**src/rtl/ex_muldiv_unit.sv**
```systemverilog
// Multi-cycle RV32M/RV64M multiply/divide unit beside the EX ALU.
// Optional: define MULDIV_EARLY_OUT_EN for one-cycle |divisor| > |dividend|.
module ex_muldiv_unit #(
   parameter int XLEN        = 32,
   parameter int MUL_LATENCY = 2
) (
   input  logic            clk,
   input  logic            rst,
   input  logic            start_i,
   input  logic [2:0]      funct3_i,
   input  logic [XLEN-1:0] rs1_data_i,
   input  logic [XLEN-1:0] rs2_data_i,
   input  logic [4:0]      rd_addr_i,
   input  logic            flush_i,
   output logic            busy_o,
   output logic            done_o,
   output logic [XLEN-1:0] rd_data_o,
   output logic [4:0]      rd_addr_o,
   output logic            rd_write_enable_o
);

   localparam int CW = $clog2(XLEN + MUL_LATENCY + 1);
   localparam logic [1:0] S_IDLE = 2'd0;
   localparam logic [1:0] S_MUL  = 2'd1;
   localparam logic [1:0] S_DIV  = 2'd2;
   localparam logic [1:0] S_FIX  = 2'd3;
   localparam logic [XLEN-1:0] MIN_NEG = {1'b1, {(XLEN-1){1'b0}}};

   logic [1:0]      r_state;
   logic [CW-1:0]   r_cnt;
   logic [1:0]      r_f3;
   logic [4:0]      r_rd;
   logic [XLEN-1:0] r_q;
   logic [XLEN-1:0] r_r;
   logic [XLEN-1:0] r_b;
   logic            r_negq;
   logic            r_negr;
   logic            r_done;
   logic [XLEN-1:0] r_data;
   logic [4:0]      r_addr;

   logic            w_sgn_in;
   logic            w_a_neg;
   logic            w_b_neg;
   logic [XLEN-1:0] w_mag_a;
   logic [XLEN-1:0] w_mag_b;
   logic            w_div0;
   logic            w_ovf;
   logic            w_early;

   assign w_sgn_in = ~funct3_i[0];
   assign w_a_neg  = w_sgn_in & rs1_data_i[XLEN-1];
   assign w_b_neg  = w_sgn_in & rs2_data_i[XLEN-1];
   assign w_mag_a  = w_a_neg ? -rs1_data_i : rs1_data_i;
   assign w_mag_b  = w_b_neg ? -rs2_data_i : rs2_data_i;
   assign w_div0   = (rs2_data_i == '0);
   assign w_ovf    = w_sgn_in & (rs1_data_i == MIN_NEG) & (&rs2_data_i);

`ifdef MULDIV_EARLY_OUT_EN
   assign w_early  = (w_mag_b > w_mag_a);
`else
   assign w_early  = 1'b0;
`endif

   // Product of sign-extended operands; truncation to 2*XLEN is exact.
   logic              w_sa;
   logic              w_sb;
   logic [2*XLEN-1:0] w_ma;
   logic [2*XLEN-1:0] w_mb;
   logic [2*XLEN-1:0] w_prod;
   logic [XLEN-1:0]   w_mul_res;

   assign w_sa      = (r_f3 == 2'b01) | (r_f3 == 2'b10);
   assign w_sb      = (r_f3 == 2'b01);
   assign w_ma      = {{XLEN{w_sa & r_q[XLEN-1]}}, r_q};
   assign w_mb      = {{XLEN{w_sb & r_b[XLEN-1]}}, r_b};
   assign w_prod    = w_ma * w_mb;
   assign w_mul_res = (r_f3 == 2'b00) ? w_prod[XLEN-1:0]
                                      : w_prod[2*XLEN-1:XLEN];

   // One restoring step: shift in the next dividend bit, try subtract.
   logic [XLEN:0]   w_rem_sh;
   logic [XLEN:0]   w_diff;
   logic            w_qbit;
   logic [XLEN-1:0] w_q_fix;
   logic [XLEN-1:0] w_r_fix;

   assign w_rem_sh = {r_r, r_q[XLEN-1]};
   assign w_diff   = w_rem_sh - {1'b0, r_b};
   assign w_qbit   = ~w_diff[XLEN];
   assign w_q_fix  = r_negq ? -r_q : r_q;
   assign w_r_fix  = r_negr ? -r_r : r_r;

   always_ff @(posedge clk) begin
      if (rst) begin
         r_state <= S_IDLE;
         r_cnt   <= '0;
         r_f3    <= '0;
         r_rd    <= '0;
         r_q     <= '0;
         r_r     <= '0;
         r_b     <= '0;
         r_negq  <= 1'b0;
         r_negr  <= 1'b0;
         r_done  <= 1'b0;
         r_data  <= '0;
         r_addr  <= '0;
      end else begin
         r_done <= 1'b0;
         if (flush_i) begin
            r_state <= S_IDLE;
         end else begin
            unique case (r_state)
               S_IDLE: if (start_i) begin
                  r_f3 <= funct3_i[1:0];
                  r_rd <= rd_addr_i;
                  if (!funct3_i[2]) begin
                     r_state <= S_MUL;
                     r_q     <= rs1_data_i;
                     r_b     <= rs2_data_i;
                     r_cnt   <= CW'(MUL_LATENCY - 1);
                  end else begin
                     r_cnt  <= CW'(XLEN - 1);
                     r_b    <= w_mag_b;
                     r_negq <= 1'b0;
                     r_negr <= 1'b0;
                     if (w_div0) begin
                        r_state <= S_FIX;
                        r_q     <= '1;
                        r_r     <= rs1_data_i;
                     end else if (w_ovf) begin
                        r_state <= S_FIX;
                        r_q     <= rs1_data_i;
                        r_r     <= '0;
                     end else if (w_early) begin
                        r_state <= S_FIX;
                        r_q     <= '0;
                        r_r     <= rs1_data_i;
                     end else begin
                        r_state <= S_DIV;
                        r_q     <= w_mag_a;
                        r_r     <= '0;
                        r_negq  <= w_a_neg ^ w_b_neg;
                        r_negr  <= w_a_neg;
                     end
                  end
               end
               S_MUL: begin
                  if (r_cnt == '0) begin
                     r_state <= S_IDLE;
                     r_done  <= 1'b1;
                     r_data  <= w_mul_res;
                     r_addr  <= r_rd;
                  end else begin
                     r_cnt <= r_cnt - CW'(1);
                  end
               end
               S_DIV: begin
                  r_q <= {r_q[XLEN-2:0], w_qbit};
                  r_r <= w_qbit ? w_diff[XLEN-1:0] : w_rem_sh[XLEN-1:0];
                  if (r_cnt == '0) r_state <= S_FIX;
                  else r_cnt <= r_cnt - CW'(1);
               end
               S_FIX: begin
                  r_state <= S_IDLE;
                  r_done  <= 1'b1;
                  r_data  <= r_f3[1] ? w_r_fix : w_q_fix;
                  r_addr  <= r_rd;
               end
               default: r_state <= S_IDLE;
            endcase
         end
      end
   end

   assign busy_o            = (r_state != S_IDLE);
   assign done_o            = r_done;
   assign rd_data_o         = r_data;
   assign rd_addr_o         = r_addr;
   assign rd_write_enable_o = r_done & (r_addr != 5'd0);

endmodule

```
**config.mk**
```make
export PLATFORM = sky130hd
export DESIGN_NAME = ex_muldiv_unit
export DESIGN_NICKNAME = d
export VERILOG_FILES = /design/src/rtl/ex_muldiv_unit.sv
export SDC_FILE = /design/constraint.sdc
export NUM_CORES = 2
export LEC_CHECK = 0
export ABC_CLOCK_PERIOD_IN_PS = 8800
export BUFFER_PORTS_ARGS = -buffer_cell sky130_fd_sc_hd__buf_2
export CAP_MARGIN = 30
export CORE_MARGIN = 2
export CORE_UTILIZATION = 38
export DETAILED_ROUTE_END_ITERATION = 6
export PLACE_DENSITY = 0.6
export SETUP_SLACK_MARGIN = 0.15
export SYNTH_ARGS = -nofsm -noshare
export SYNTH_HDL_FRONTEND = slang
export SYNTH_SLANG_ARGS = --single-unit
```
**constraint.sdc**
```tcl
create_clock -name clk -period 8.8 [get_ports clk]
set_input_delay 0.88 -clock clk [delete_from_list [all_inputs] [get_ports clk]]
set_output_delay 0.88 -clock clk [all_outputs]
set_load 0.01 [all_outputs]
```
After elaboration in Yosys (flattened, before gate mapping)
Index checks and enable logic that the tools add are counted.
{"block": "word_totals", "reg_bits": 151, "in_bits": 76}
{"block": "op_classes", "addsub": 6, "mul": 1, "eq_ne": 11, "mux": 38, "n_bitwise": 12, "reduce_logical": 19}
{"op": "32-bit two-way mux", "count": 16}
{"op": "32-bit case mux with 2 select lines", "count": 3}
{"op": "32-bit negator", "count": 4}
{"op": "33-bit by 33-bit multiplier with 64-bit output", "count": 1}
{"op": "33-bit by 32-bit subtractor with 33-bit output", "count": 1}
{"op": "32-bit == test (second input constant)", "count": 1}
{"op": "32-bit logical NOT", "count": 1}
{"op": "32-bit AND reduction", "count": 1}
{"op": "6-bit two-way mux", "count": 2}
{"op": "6-bit case mux with 2 select lines", "count": 1}
{"op": "3-bit AND reduction", "count": 4}
{"op": "4-bit AND reduction", "count": 3}
{"op": "5-bit two-way mux", "count": 2}
{"op": "2-bit inequality test (second input constant)", "count": 5}
{"op": "5-bit case mux with 2 select lines", "count": 1}
{"op": "2-bit two-way mux", "count": 4}
{"op": "2-bit case mux with 4 select lines", "count": 1}
{"op": "2-bit nonzero test", "count": 4}
{"op": "1-bit AND", "count": 7}
{"op": "1-bit two-way mux", "count": 7}
{"op": "2-bit == test (second input constant)", "count": 3}
{"op": "6-bit logical NOT", "count": 1}
{"op": "6-bit by 1-bit subtractor with 6-bit output (second input constant)", "count": 1}
{"op": "5-bit nonzero test", "count": 1}
{"op": "other kinds (7)", "count": 12}

Depth between registers and ports, before layout
{"block": "logic_depth", "ltp_word": 8, "ltp_mapped": 33}

Worst setup path after synthesis
No wires, ideal clock.
{"block": "synth_timing", "path_type": "register -> register", "from": "reg r_f3[1]", "to": "reg r_data[31] (netlist: rd_data_o[31])", "setup_ns": 0.086, "arrival_time_ns": 8.410, "setup_slack_ns": 0.304, "stages_incl_launch_ff": 33, "path_buffers": 3, "period_less_slack_ns": 8.496, "cell_sequence": "dfxtp_1 -> clkbuf_1 -> inv_1 -> ha_1 -> and2_0 -> clkbuf_1 -> nand2_1 -> inv_1 -> fa_1 -> inv_1 -> fa_1 -> inv_1 -> fa_1 -> fa_1 -> inv_1 -> fa_1 -> inv_1 -> fa_1 -> inv_1 -> fa_1 -> fa_1 -> inv_1 -> ha_1 -> clkbuf_1 -> o21a_1 -> nor2_1 -> o31ai_1 -> nor3_1 -> a21oi_1 -> and3_1 -> mux2i_1 -> o2111ai_1 -> a211oi_1"}
{"block": "synth_between", "elab_chain_cells": 7, "elab_cells_between_ends": 11, "classes_between": "mul: 1; eq/ne: 2; mux: 4; bitwise: 3; reduce/logical: 1"}
{"element": "start, declared", "line": "31", "text": "logic [1:0] r_f3;"}
{"element": "start signal, assigned", "line": "115", "text": "r_f3 <= funct3_i[1:0];"}
{"element": "2-bit by 1-bit == test with 1-bit output / 2-bit == test (equally long branches)", "line": "73, 74"}
{"element": "1-bit bitwise OR", "line": "73", "text": "assign w_sa = (r_f3 == 2'b01) | (r_f3 == 2'b10);"}
{"element": "1-bit AND", "line": "75", "text": "assign w_ma = {{XLEN{w_sa & r_q[XLEN-1]}}, r_q};"}
{"element": "33-bit by 33-bit multiplier with 64-bit output", "line": "77", "text": "assign w_prod = w_ma * w_mb;"}
{"element": "32-bit two-way mux", "line": "78", "text": "assign w_mul_res = (r_f3 == 2'b00) ? w_prod[XLEN-1:0]"}
{"element": "32-bit two-way mux", "line": "149", "text": "if (r_cnt == '0) begin"}
{"element": "32-bit case mux with 2 select lines (*)", "line": "113", "text": "unique case (r_state)"}
{"element": "end signal, assigned", "line": "152", "text": "r_data <= w_mul_res;"}
{"element": "end signal, assigned", "line": "167", "text": "r_data <= r_f3[1] ? w_r_fix : w_q_fix;"}
{"element": "end, declared", "line": "39", "text": "logic [XLEN-1:0] r_data;"}
Every way passes the cells marked *; elsewhere a longest branch is shown, timed or not. The select of a mux whose other input is x is not followed.
A chain may end at the register's enable or synchronous reset.

Worst setup path in the final report
{"block": "layout_timing", "from": "reg r_b[7]", "to": "reg r_data[20] (netlist: rd_data_o[20])"}
{"block": "layout_between", "elab_chain_cells": 4}
{"element": "start, declared", "line": "35", "text": "logic [XLEN-1:0] r_b;"}
{"element": "start signal, assigned", "line": "120", "text": "r_b <= rs2_data_i;"}
{"element": "start signal, assigned", "line": "124", "text": "r_b <= w_mag_b;"}
{"element": "33-bit by 33-bit multiplier with 64-bit output", "line": "77"}
{"element": "32-bit two-way mux", "line": "78"}
{"element": "32-bit two-way mux", "line": "149"}
{"element": "32-bit case mux with 2 select lines", "line": "113"}
Every way passes these cells. The select of a mux whose other input is x is not followed.

==> flow_metrics.env <==
export IMPL_status="finished clean"
export IMPL_cts_htree_levels=4
export IMPL_p_seq_share_pct=19.1
export IMPL_layout_setup_ws_ns=0.347
export IMPL_ys_warn_count=0
export IMPL_slew_headroom_pct=26.8
export IMPL_place_congestion=0.999
export IMPL_finalPower_w=0.00455
export IMPL_min_from="r_rd[0]"
export IMPL_cts_buffers=17
export IMPL_worst_skew_pair_late_latency_ns=0.47
export IMPL_core_area_um2=130000
export IMPL_slowest_delay_ns=0.69
export IMPL_rrSetupSlack_ns=0.35
export IMPL_clock_fmax_mhz=118
export IMPL_finalHoldViolations=0
export IMPL_grt_pass1_vias=42400
export IMPL_final_cell_mix="inv_1 (1,256), fa_1 (1,122), nand2_1 (983)"
export IMPL_clock_skew_ns=0.0143
export IMPL_synthArstFlopShare_pct=0
export IMPL_finalSetupViolCount=0
export IMPL_power_share_combinational_pct=64.5
export IMPL_ant_nets=0
export IMPL_switchingPower_w=0.00241
export IMPL_leakage_nw=24.4
export IMPL_ios=116
export IMPL_p_clk_share_pct=16.5
export IMPL_worst_pin_slew_ns=1.09
export IMPL_drive_gt1_share_pct=8.06
export IMPL_worstReg2RegEnd="rd_data_o[20]"
export IMPL_peakVddDrop_mv=0.177
export IMPL_fillers=13200
export IMPL_startpoint_type="flip-flop"
export IMPL_drt_iter0_drc=3960
export IMPL_dieArea_um2=134000
export IMPL_first_pass_iters=7
export IMPL_cts_tree="done"
export IMPL_route_detailed_drc=0
export IMPL_clock_path_buffers=2
export IMPL_whs_path_depth=2
export IMPL_vias_per_cell=5.38
export IMPL_yosys_most_used_dff="dfxtp_1"
export IMPL_layout_cells_most_common="inv_1"
export IMPL_crit_fanout=15
export IMPL_area_growth_pct=7.92
export IMPL_rsz0062_at_grt="true"
export IMPL_antenna_found_initial=9
export IMPL_power_density_nw_per_um2=84.4
export IMPL_reg2reg_from="r_b[7]"
export IMPL_syn_cell_area_um2=49900
export IMPL_worstSetupPathType="flip-flop to flip-flop"
export IMPL_die_w_um=366
export IMPL_ys_seq_area_share_pct=6.06
export IMPL_setup_tns_ns=0
export IMPL_postSynthCellCount=5902
export IMPL_cell_internal_pwr_w=0.00213
export IMPL_synth_distinct_cells=94
export IMPL_fin_crit_ns=8.45
export IMPL_io_buffers=115
export IMPL_place_ws_ns=0.0570
export IMPL_ys_ff_latch=151
export IMPL_end_kind="flip-flop"
export IMPL_avgSynthCellArea_um2=8.45
export IMPL_detail_route_wl_per_cell_um=22.2
export IMPL_hpwl_mm=139
export IMPL_synth_edff_count=0
export IMPL_grt_ovfl_total=0
export IMPL_cp_common_cell="fa_1"
export IMPL_nets=7328
export IMPL_initial_core_util_pct=38.4
export IMPL_hold_class="flip-flop to flip-flop"
export IMPL_required_ns=9.13
export IMPL_num_vias=41000
export IMPL_root_buffer="clkbuf_16"
export IMPL_rows=132
export IMPL_clk_pin_slew_ns=0.07
export IMPL_hold_end="rd_addr_o[0]"
export IMPL_finalWirelength_mm=169
export IMPL_drv_cap=0
export IMPL_grt_max_degree=72
export IMPL_critPathSlowestCell="dfxtp_2"
export IMPL_die_height_um=366
export IMPL_reg2regPathDepth=27
export IMPL_design_area_um2=53800
export IMPL_syn_nets=7362
export IMPL_crit_arrival_ns=8.78
export IMPL_finalMaxSlewViolations=0
export IMPL_swShare_pct=53.1
export IMPL_placed_cell_area_um2=53100
export IMPL_fin_crit_sh_pct=96.1
export IMPL_stdcell_count=7625
export IMPL_track_usage_pct=25.4
export IMPL_grt_pass1_wl_mm=262
export IMPL_clock_sinks=151
export IMPL_dp_cells=7586
[power groups by stage]
| stage | registers (W) | clock network [W] | logic, W |
|---|---|---|---|
| final | 0.000868 | 0.000748 | 0.00293 |
| after global routing | 0.000869 | 0.000778 | 0.00320 |
| after CTS | 0.000863 | 0.000746 | 0.00288 |
| after detailed placement | 0.000879 | 0 | 0.00286 |
| after floorplan | 0.000770 | 0 | 0.00190 |
| after global placement | 0.000879 | 0 | 0.00283 |
[state kept, by name (all words and copies together), names as in the netlist]
| register | count |
|---|---|
| rd_data_o | 32 |
| r_rd | 5 |
| r_negq | 1 |
| r_r | 32 |
| r_state | 2 |
| done_o | 1 |
| r_negr | 1 |
| rd_addr_o | 5 |
| r_f3 | 2 |
| r_cnt | 6 |
| r_q | 32 |
| r_b | 32 |
[critical path, delay by kind of cell, from the launching register on]
kind            cells  cell delay, ns
compound gates      7            1.42
fa+ha+maj           9            4.46
buf+inv             7            0.68
flops               1            0.69
simple gates        4            1.00
[kinds of logic after synthesis]
group	Yosys count	share of synthesized area, %
simple gates	1781	16.1
buf+inv	1632	12.4
fa+ha+maj	1384	51.7
compound gates	725	9.69
xor+xnor	205	3.61
flops	151	6.06
mux	24	0.499
[through the flow]
stage	util [%]	hold WS, ns
2_1_floorplan	-	0.432
3_3_place_gp	40.8	0.437
3_5_place_dp	40.8	0.451
4_1_cts	41.3	0.461
5_1_grt	41.4	0.481
6_report	41.4	0.456
[cell type report]
cell class | instances | area [um^2] | share of cell area, %
diodes | 2 | 5.00 | 0.00930
clock buffers | 17 | 425 | 0.790
clock inverters | 15 | 134 | 0.249
inverters | 1260 | 4740 | 8.80
multi-input cells | 4119 | 40900 | 75.9
flip-flops and latches | 151 | 3070 | 5.70
well taps | 1742 | 2180 | 4.05
repair buffers | 319 | 2420 | 4.50
[cell usage after synthesis (20+ instances only)]
cell type	instances	share of area, %
nand3_1	43	0.43
nand2_1	983	7.4
xor2_1	87	1.5
o221ai_1	36	0.63
nand4_1	34	0.43
nor3_1	59	0.59
and3_1	35	0.44
a221oi_1	20	0.35
o211ai_1	20	0.30
a31oi_1	23	0.29
fa_1	1126	45
ha_1	258	6.5
and2_1	231	2.9
o21a_1	21	0.32
xnor2_1	117	2.1
clkbuf_1	307	2.3
nor2_1	258	1.9
o21ai_0	123	1.2
nand2b_1	22	0.28
inv_1	1259	9.5
or3_1	28	0.35
a211oi_1	58	0.87
o31ai_1	37	0.56
dfxtp_1	151	6.1
a21o_1	42	0.63
a21oi_1	209	2.1
buf_1	47	0.35
[worst max path at each step]
stage	startpoint	to
final	r_b[7]	rd_data_o[20]
after global routing	r_f3[0]	rd_data_o[31]
after CTS	r_f3[0]	rd_data_o[31]
after detailed placement	r_f3[0]	rd_data_o[31]
after global placement	r_f3[0]	rd_data_o[31]
after floorplan	r_f3[1]	rd_data_o[31]
[per-layer routing]
| metal | part of all wire [%] | track usage [%] |
|---|---|---|
| met2 | 47 | 41.7 |
| met4 | 4.1 | 8.61 |
| met5 | 0 | 0 |
| met1 | 42 | 34.4 |
| met3 | 7.5 | 3.71 |
[timing repair]
item / CTS / global route
hold buffers: 0 / 0
pin swaps: 0 / 5
resized for setup: 4 / 51
setup buffers: 2 / 3
endpoints found under the setup margin: 4 / 19
Note: power is estimated with default switching activity, not from simulation.
